**config.mk**
```make
export PLATFORM = sky130hd
export DESIGN_NAME = arbiter_rr_pkt_buf_n
export DESIGN_NICKNAME = d
export VERILOG_FILES = /design/src/rtl/arbiter_rr_pkt_buf_n.sv
export SDC_FILE = /design/constraint.sdc
export NUM_CORES = 1
export LEC_CHECK = 0
export BUFFER_PORTS_ARGS = -buffer_cell sky130_fd_sc_hd__buf_2
export CORE_UTILIZATION = 38
export DETAILED_ROUTE_END_ITERATION = 8
export SETUP_SLACK_MARGIN = 0.2
export SYNTH_ARGS = -nofsm -noshare
export SYNTH_HDL_FRONTEND = slang
export SYNTH_SLANG_ARGS = --single-unit
```
**constraint.sdc**
```tcl
create_clock -name clk -period 6.7 [get_ports clk]
set_input_delay 1.005 -clock clk [delete_from_list [all_inputs] [get_ports clk]]
set_output_delay 1.005 -clock clk [all_outputs]
set_load 0.01 [all_outputs]
```
**src/rtl/arbiter_rr_pkt_buf_n.sv**
```systemverilog
// N-to-1 round-robin arbiter with optional packet lock feeding a 2-entry
// registered output buffer; each beat carries the index of its source channel.
module arbiter_rr_pkt_buf_n #(
  parameter int unsigned DWIDTH   = 16,
  parameter int unsigned N        = 4,
  parameter int unsigned LOCK_PKT = 1,
  parameter int unsigned SRC_W    = (N > 1) ? $clog2(N) : 1
) (
  input  logic                     clk,
  input  logic                     rst,
  input  logic [N-1:0]             in_valid,
  input  logic [N-1:0][DWIDTH-1:0] in_data,
  input  logic [N-1:0]             in_last,
  output logic [N-1:0]             in_ready,
  output logic                     out_valid,
  output logic [DWIDTH-1:0]        out_data,
  output logic                     out_last,
  output logic [SRC_W-1:0]         out_src,
  input  logic                     out_ready
);

  localparam logic [SRC_W-1:0] LAST_IDX = SRC_W'(N - 1);

  typedef enum logic {
    ST_OPEN,
    ST_LOCKED
  } state_e;

  state_e             state_q, state_d;
  logic [SRC_W-1:0]   lock_q, lock_d;
  logic [SRC_W-1:0]   ptr_q, ptr_d;
  logic [1:0]         count_q, count_d;

  logic [DWIDTH-1:0]  hd_data_q, hd_data_d, tl_data_q, tl_data_d;
  logic               hd_last_q, hd_last_d, tl_last_q, tl_last_d;
  logic [SRC_W-1:0]   hd_src_q, hd_src_d, tl_src_q, tl_src_d;

  logic               gnt_found;
  logic [SRC_W-1:0]   gnt_idx;
  int unsigned        cand;
  logic               can_acc;
  logic               push;
  logic               pop;

  assign can_acc   = (count_q != 2'd2);
  assign out_valid = (count_q != 2'd0);
  assign pop       = out_valid & out_ready;
  assign push      = |(in_ready & in_valid);

  assign out_data  = hd_data_q;
  assign out_last  = hd_last_q;
  assign out_src   = hd_src_q;

  // A locked channel keeps the grant even while its valid is low, so a
  // mid-packet gap stalls the arbiter instead of releasing the lock.
  always_comb begin
    gnt_found = 1'b0;
    gnt_idx   = '0;
    cand      = 0;
    if (state_q == ST_LOCKED) begin
      gnt_found = 1'b1;
      gnt_idx   = lock_q;
    end else begin
      for (int unsigned off = 0; off < N; off++) begin
        cand = 32'(ptr_q) + off;
        if (cand >= N) begin
          cand = cand - N;
        end
        if (!gnt_found && in_valid[SRC_W'(cand)]) begin
          gnt_found = 1'b1;
          gnt_idx   = SRC_W'(cand);
        end
      end
    end
  end

  // Held low during reset so nothing handshakes while the state is cleared.
  always_comb begin
    in_ready = '0;
    if (rst && can_acc && gnt_found) begin
      in_ready[gnt_idx] = 1'b1;
    end
  end

  always_comb begin
    state_d = state_q;
    lock_d  = lock_q;
    ptr_d   = ptr_q;
    if (push) begin
      if ((LOCK_PKT != 0) && !in_last[gnt_idx]) begin
        state_d = ST_LOCKED;
        lock_d  = gnt_idx;
      end else begin
        state_d = ST_OPEN;
        ptr_d   = (gnt_idx == LAST_IDX) ? '0 : gnt_idx + SRC_W'(1);
      end
    end
  end

  // Pop shifts the tail forward first; a push then lands in the first free slot.
  always_comb begin
    count_d   = count_q;
    hd_data_d = hd_data_q;
    hd_last_d = hd_last_q;
    hd_src_d  = hd_src_q;
    tl_data_d = tl_data_q;
    tl_last_d = tl_last_q;
    tl_src_d  = tl_src_q;
    if (pop) begin
      hd_data_d = tl_data_q;
      hd_last_d = tl_last_q;
      hd_src_d  = tl_src_q;
      count_d   = count_q - 2'd1;
    end
    if (push) begin
      if (count_d == 2'd0) begin
        hd_data_d = in_data[gnt_idx];
        hd_last_d = in_last[gnt_idx];
        hd_src_d  = gnt_idx;
      end else begin
        tl_data_d = in_data[gnt_idx];
        tl_last_d = in_last[gnt_idx];
        tl_src_d  = gnt_idx;
      end
      count_d = count_d + 2'd1;
    end
  end

  always_ff @(posedge clk or negedge rst) begin
    if (!rst) begin
      state_q   <= ST_OPEN;
      lock_q    <= '0;
      ptr_q     <= '0;
      count_q   <= '0;
      hd_data_q <= '0;
      hd_last_q <= 1'b0;
      hd_src_q  <= '0;
      tl_data_q <= '0;
      tl_last_q <= 1'b0;
      tl_src_q  <= '0;
    end else begin
      state_q   <= state_d;
      lock_q    <= lock_d;
      ptr_q     <= ptr_d;
      count_q   <= count_d;
      hd_data_q <= hd_data_d;
      hd_last_q <= hd_last_d;
      hd_src_q  <= hd_src_d;
      tl_data_q <= tl_data_d;
      tl_last_q <= tl_last_d;
      tl_src_q  <= tl_src_d;
    end
  end

endmodule
```
==> results.json <==
{
  "status": "finished clean",
  "critPathLaunch": "in_valid[3]",
  "worstPathArrival_ns": 4.44,
  "syn_inst": 286,
  "viasPerCell": 5.107,
  "cp_top_family": "compound AO/OA/AOI/OAI gates",
  "path_class": "in -> reg",
  "stdcell_count": 469,
  "ys.flop_type": "dfrtp_1",
  "placed_area_sq_mm": 0.003425,
  "io_pins": 99,
  "cp.depth": 9,
  "dr.pass1.iters": 4,
  "min_period_ns": 4.254,
  "synth_top_area_share_pct": 38.91,
  "dieWidth_um": 89.27,
  "design_area_sq_mm": 0.003558,
  "tightest_slew_ns": 1.113,
  "holdBufCountCts": 0,
  "synth_top_cell_by_area": "dfrtp_1",
  "root_buffer": "clkbuf_8",
  "start_util_pct": 39.69,
  "critical_path.cell_chain": "buf_2, nand2b_1, a21boi_1, o41ai_4, buf_4, a311oi_2, o21bai_2, or2_1, mux2_1",
  "std_cell_rows": 31,
  "clock_latency_ns": 0.30,
  "endpoint_kind": "flop",
  "swShare_pct": 41.70,
  "vdd_drop_max_mv": 0.1781,
  "p_comb_share_pct": 54.6,
  "drc": 0,
  "avgSynthCellArea_sq_um": 10.12,
  "drive_gt1_share_pct": 36.49,
  "placed_cells": 461,
  "yosysWarnings": 0,
  "synth-seq-cells": 45,
  "coreArea_sq_mm": 0.007292,
  "synth_nets": 364,
  "fillers": 746,
  "cp_slowest_stage_delay_ns": 0.95,
  "setup_tns_ns": 0,
  "cp_num_buf_inv": 2,
  "vias": 2395,
  "grt_pass1_vias": 2128,
  "hold_class": "reg -> reg",
  "seqPwrFrac_pct": 30.3,
  "reg2reg_to": "out_src[0]",
  "fin_nets": 447,
  "seq_area_sq_mm": 0.001126,
  "fmax_ghz": 0.2351,
  "clock_skew_ns": 0.004061,
  "gp_congestion": 0.8465,
  "post-cts-setup-buffer-count": 0,
  "holdPathStages": 2,
  "area_growth_pct": 22.96,
  "synthTopCellsByCount": "55 x mux2i_1, 45 x dfrtp_1, 25 x o21ai_1",
  "hold_violations": 0,
  "worstPathMaxFanout": 45,
  "r2r_setup_slack_ns": 2.74,
  "htree_levels": 2,
  "yosysMostFrequentCell": "mux2i_1",
  "crit_slowest_cell": "or2_1",
  "cts.sink_count": 45,
  "timing.rr.start": "ptr_q[0]",
  "antenna_found_initial": 0,
  "synthesis.area_sq_mm": 0.002894,
  "cts.clk_slew.worst_paths_ns": 0.08,
  "routed_wl_um": 6491,
  "dr.first_iter.drc_count": 104,
  "cp.required_ns": 6.89,
  "setup_viol_count_final": 0,
  "synthTopCellsByArea": "dfrtp_1 39%, mux2i_1 19%, mux2_2 7.0%",
  "synthArstFlopShare_pct": 100.0,
  "maxSlewViolCount": 0,
  "clk_path_buf_depth": 2,
  "track_usage_pct": 16.72,
  "rsz0062_at_grt": "no",
  "power_leakage_nw": 1.774,
  "relSlewSlack_pct": 25.77,
  "grt_first_pass_wirelength_um": 10260,
  "drt-wirelength-per-cell_um": 13.84,
  "p_per_area_mw_per_mm2": 447.0,
  "clkPwrFrac_pct": 15.1,
  "start_kind": "primary input",
  "antennaDiodeCount": 0,
  "intPower_mw": 0.9274,
  "dieArea_sq_mm": 0.007969,
  "cp-endpoint": "out_src[0]",
  "ys_seq_area_share_pct": 38.91,
  "ant_nets": 0,
  "multi_input_area_sq_mm": 0.001624,
  "cts_made_buffers": 5,
  "gr-total-overflow": 0,
  "synth_cell_type_count": 44,
  "worstHoldStart": "tl_data_q[8]",
  "cts_resized": 0,
  "timing.final.crit_share_pct": 63.49,
  "switchingPower_mw": 0.6632,
  "grt_max_degree": 47,
  "die_h_um": 89.27,
  "cts_tree": "built",
  "ff2ff_path_depth": 8,
  "synth-edff-count": 0,
  "cap_violations": 0,
  "numPortBuffers": 98,
  "dpl.hpwl_um": 4511
}
[metal layers]
| layer | global-route usage [%] | routed length (um) |
|---|---|---|
| met2 | 27.06 | 3099 |
| met1 | 23.83 | 3092 |
| met3 | 2.308 | 244 |
| met4 | 3.896 | 55 |
| met5 | 0 | 0 |
[layout by cell type (no fill, tap or decap), types with 2 or more instances in the layout]
master and n:
buf_4 3, nor3b_1 2, xnor2_1 2, ha_1 3
mux2_2 18, nand2b_1 7, a21oi_1 21, o211ai_1 2
inv_1 9, mux2i_1 55, clkbuf_8 5, nor2b_1 2
nor2_1 19, mux2_1 7, nand2_1 4, bufinv_16 2
o21ai_0 13, o21ai_1 24, nor3_1 3, buf_2 98
dfrtp_1 45
[metrics by stage]
stage / total power, mW / hold slack [ns] / worst slack, ns / util (%)
after detailed placement: 1.366 / 0.4877 / 2.153 / 46.96
after CTS: 1.613 / 0.5067 / 2.455 / 48.80
final: 1.591 / 0.4994 / 2.446 / 48.80
after global routing: 1.726 / 0.5340 / 2.176 / 48.80
after global placement: 1.349 / 0.4708 / 2.174 / 46.96
after floorplan: 1.143 / 0.4580 / 2.787 / -
[registers in the layout (all words and copies together), names as in the netlist, 2 cells and up]
register,flops
count_q,2
lock_q,2
out_data,16
out_src,2
ptr_q,2
tl_data_q,16
tl_src_q,2
[cell type report]
| class | instances | share of cell area, % |
|---|---|---|
| timing repair buffer | 101 | 14.42 |
| inverter | 10 | 1.055 |
| clock buffer | 5 | 1.934 |
| clock inverter | 3 | 1.828 |
| tap | 99 | 3.481 |
| multi-input combinational | 206 | 45.64 |
| sequential | 45 | 31.65 |
[worst reg2reg max path: cells and delay by family, from the launching register on]
| kind | cells | cell delay (ns) |
|---|---|---|
| buffers and inverters | 1 | 0.55 |
| DFF | 1 | 0.52 |
| and+or+nand+nor | 2 | 1.13 |
| muxes | 1 | 0.39 |
| AOI/OAI and AO/OA | 4 | 1.27 |
[power groups by stage]
| stage | Clock [mW] | Sequential (mW) | Combinational (mW) |
|---|---|---|---|
| 3_5_place_dp | 0 | 0.488 | 0.878 |
| 6_report | 0.241 | 0.482 | 0.868 |
| 3_3_place_gp | 0 | 0.486 | 0.864 |
| 5_1_grt | 0.256 | 0.500 | 0.970 |
| 2_1_floorplan | 0 | 0.476 | 0.667 |
| 4_1_cts | 0.245 | 0.484 | 0.883 |
[how the worst min path moves through the flow]
stage / slack, ns / to
global route: 0.53 / tl_last_q
finish: 0.50 / tl_data_q[8]
floorplan: 0.46 / lock_q[0]
detailed placement: 0.49 / tl_src_q[0]
global placement: 0.47 / lock_q[0]
CTS: 0.51 / tl_src_q[0]
[cells by family (layout without fill, tap and decap cells)]
family / Yosys count / after routing / share of synthesized area [%]
AOI/OAI and AO/OA: 75 / 75 / 16.00
xor gates and xnor gates: 3 / 3 / 0.9081
adders and majority gates: 3 / 3 / 1.297
buffers and inverters: 35 / 119 / 5.447
DFF: 45 / 45 / 38.91
muxes: 81 / 81 / 29.53
and+or+nand+nor: 44 / 44 / 7.912
Power figures use the tool's default switching activity.
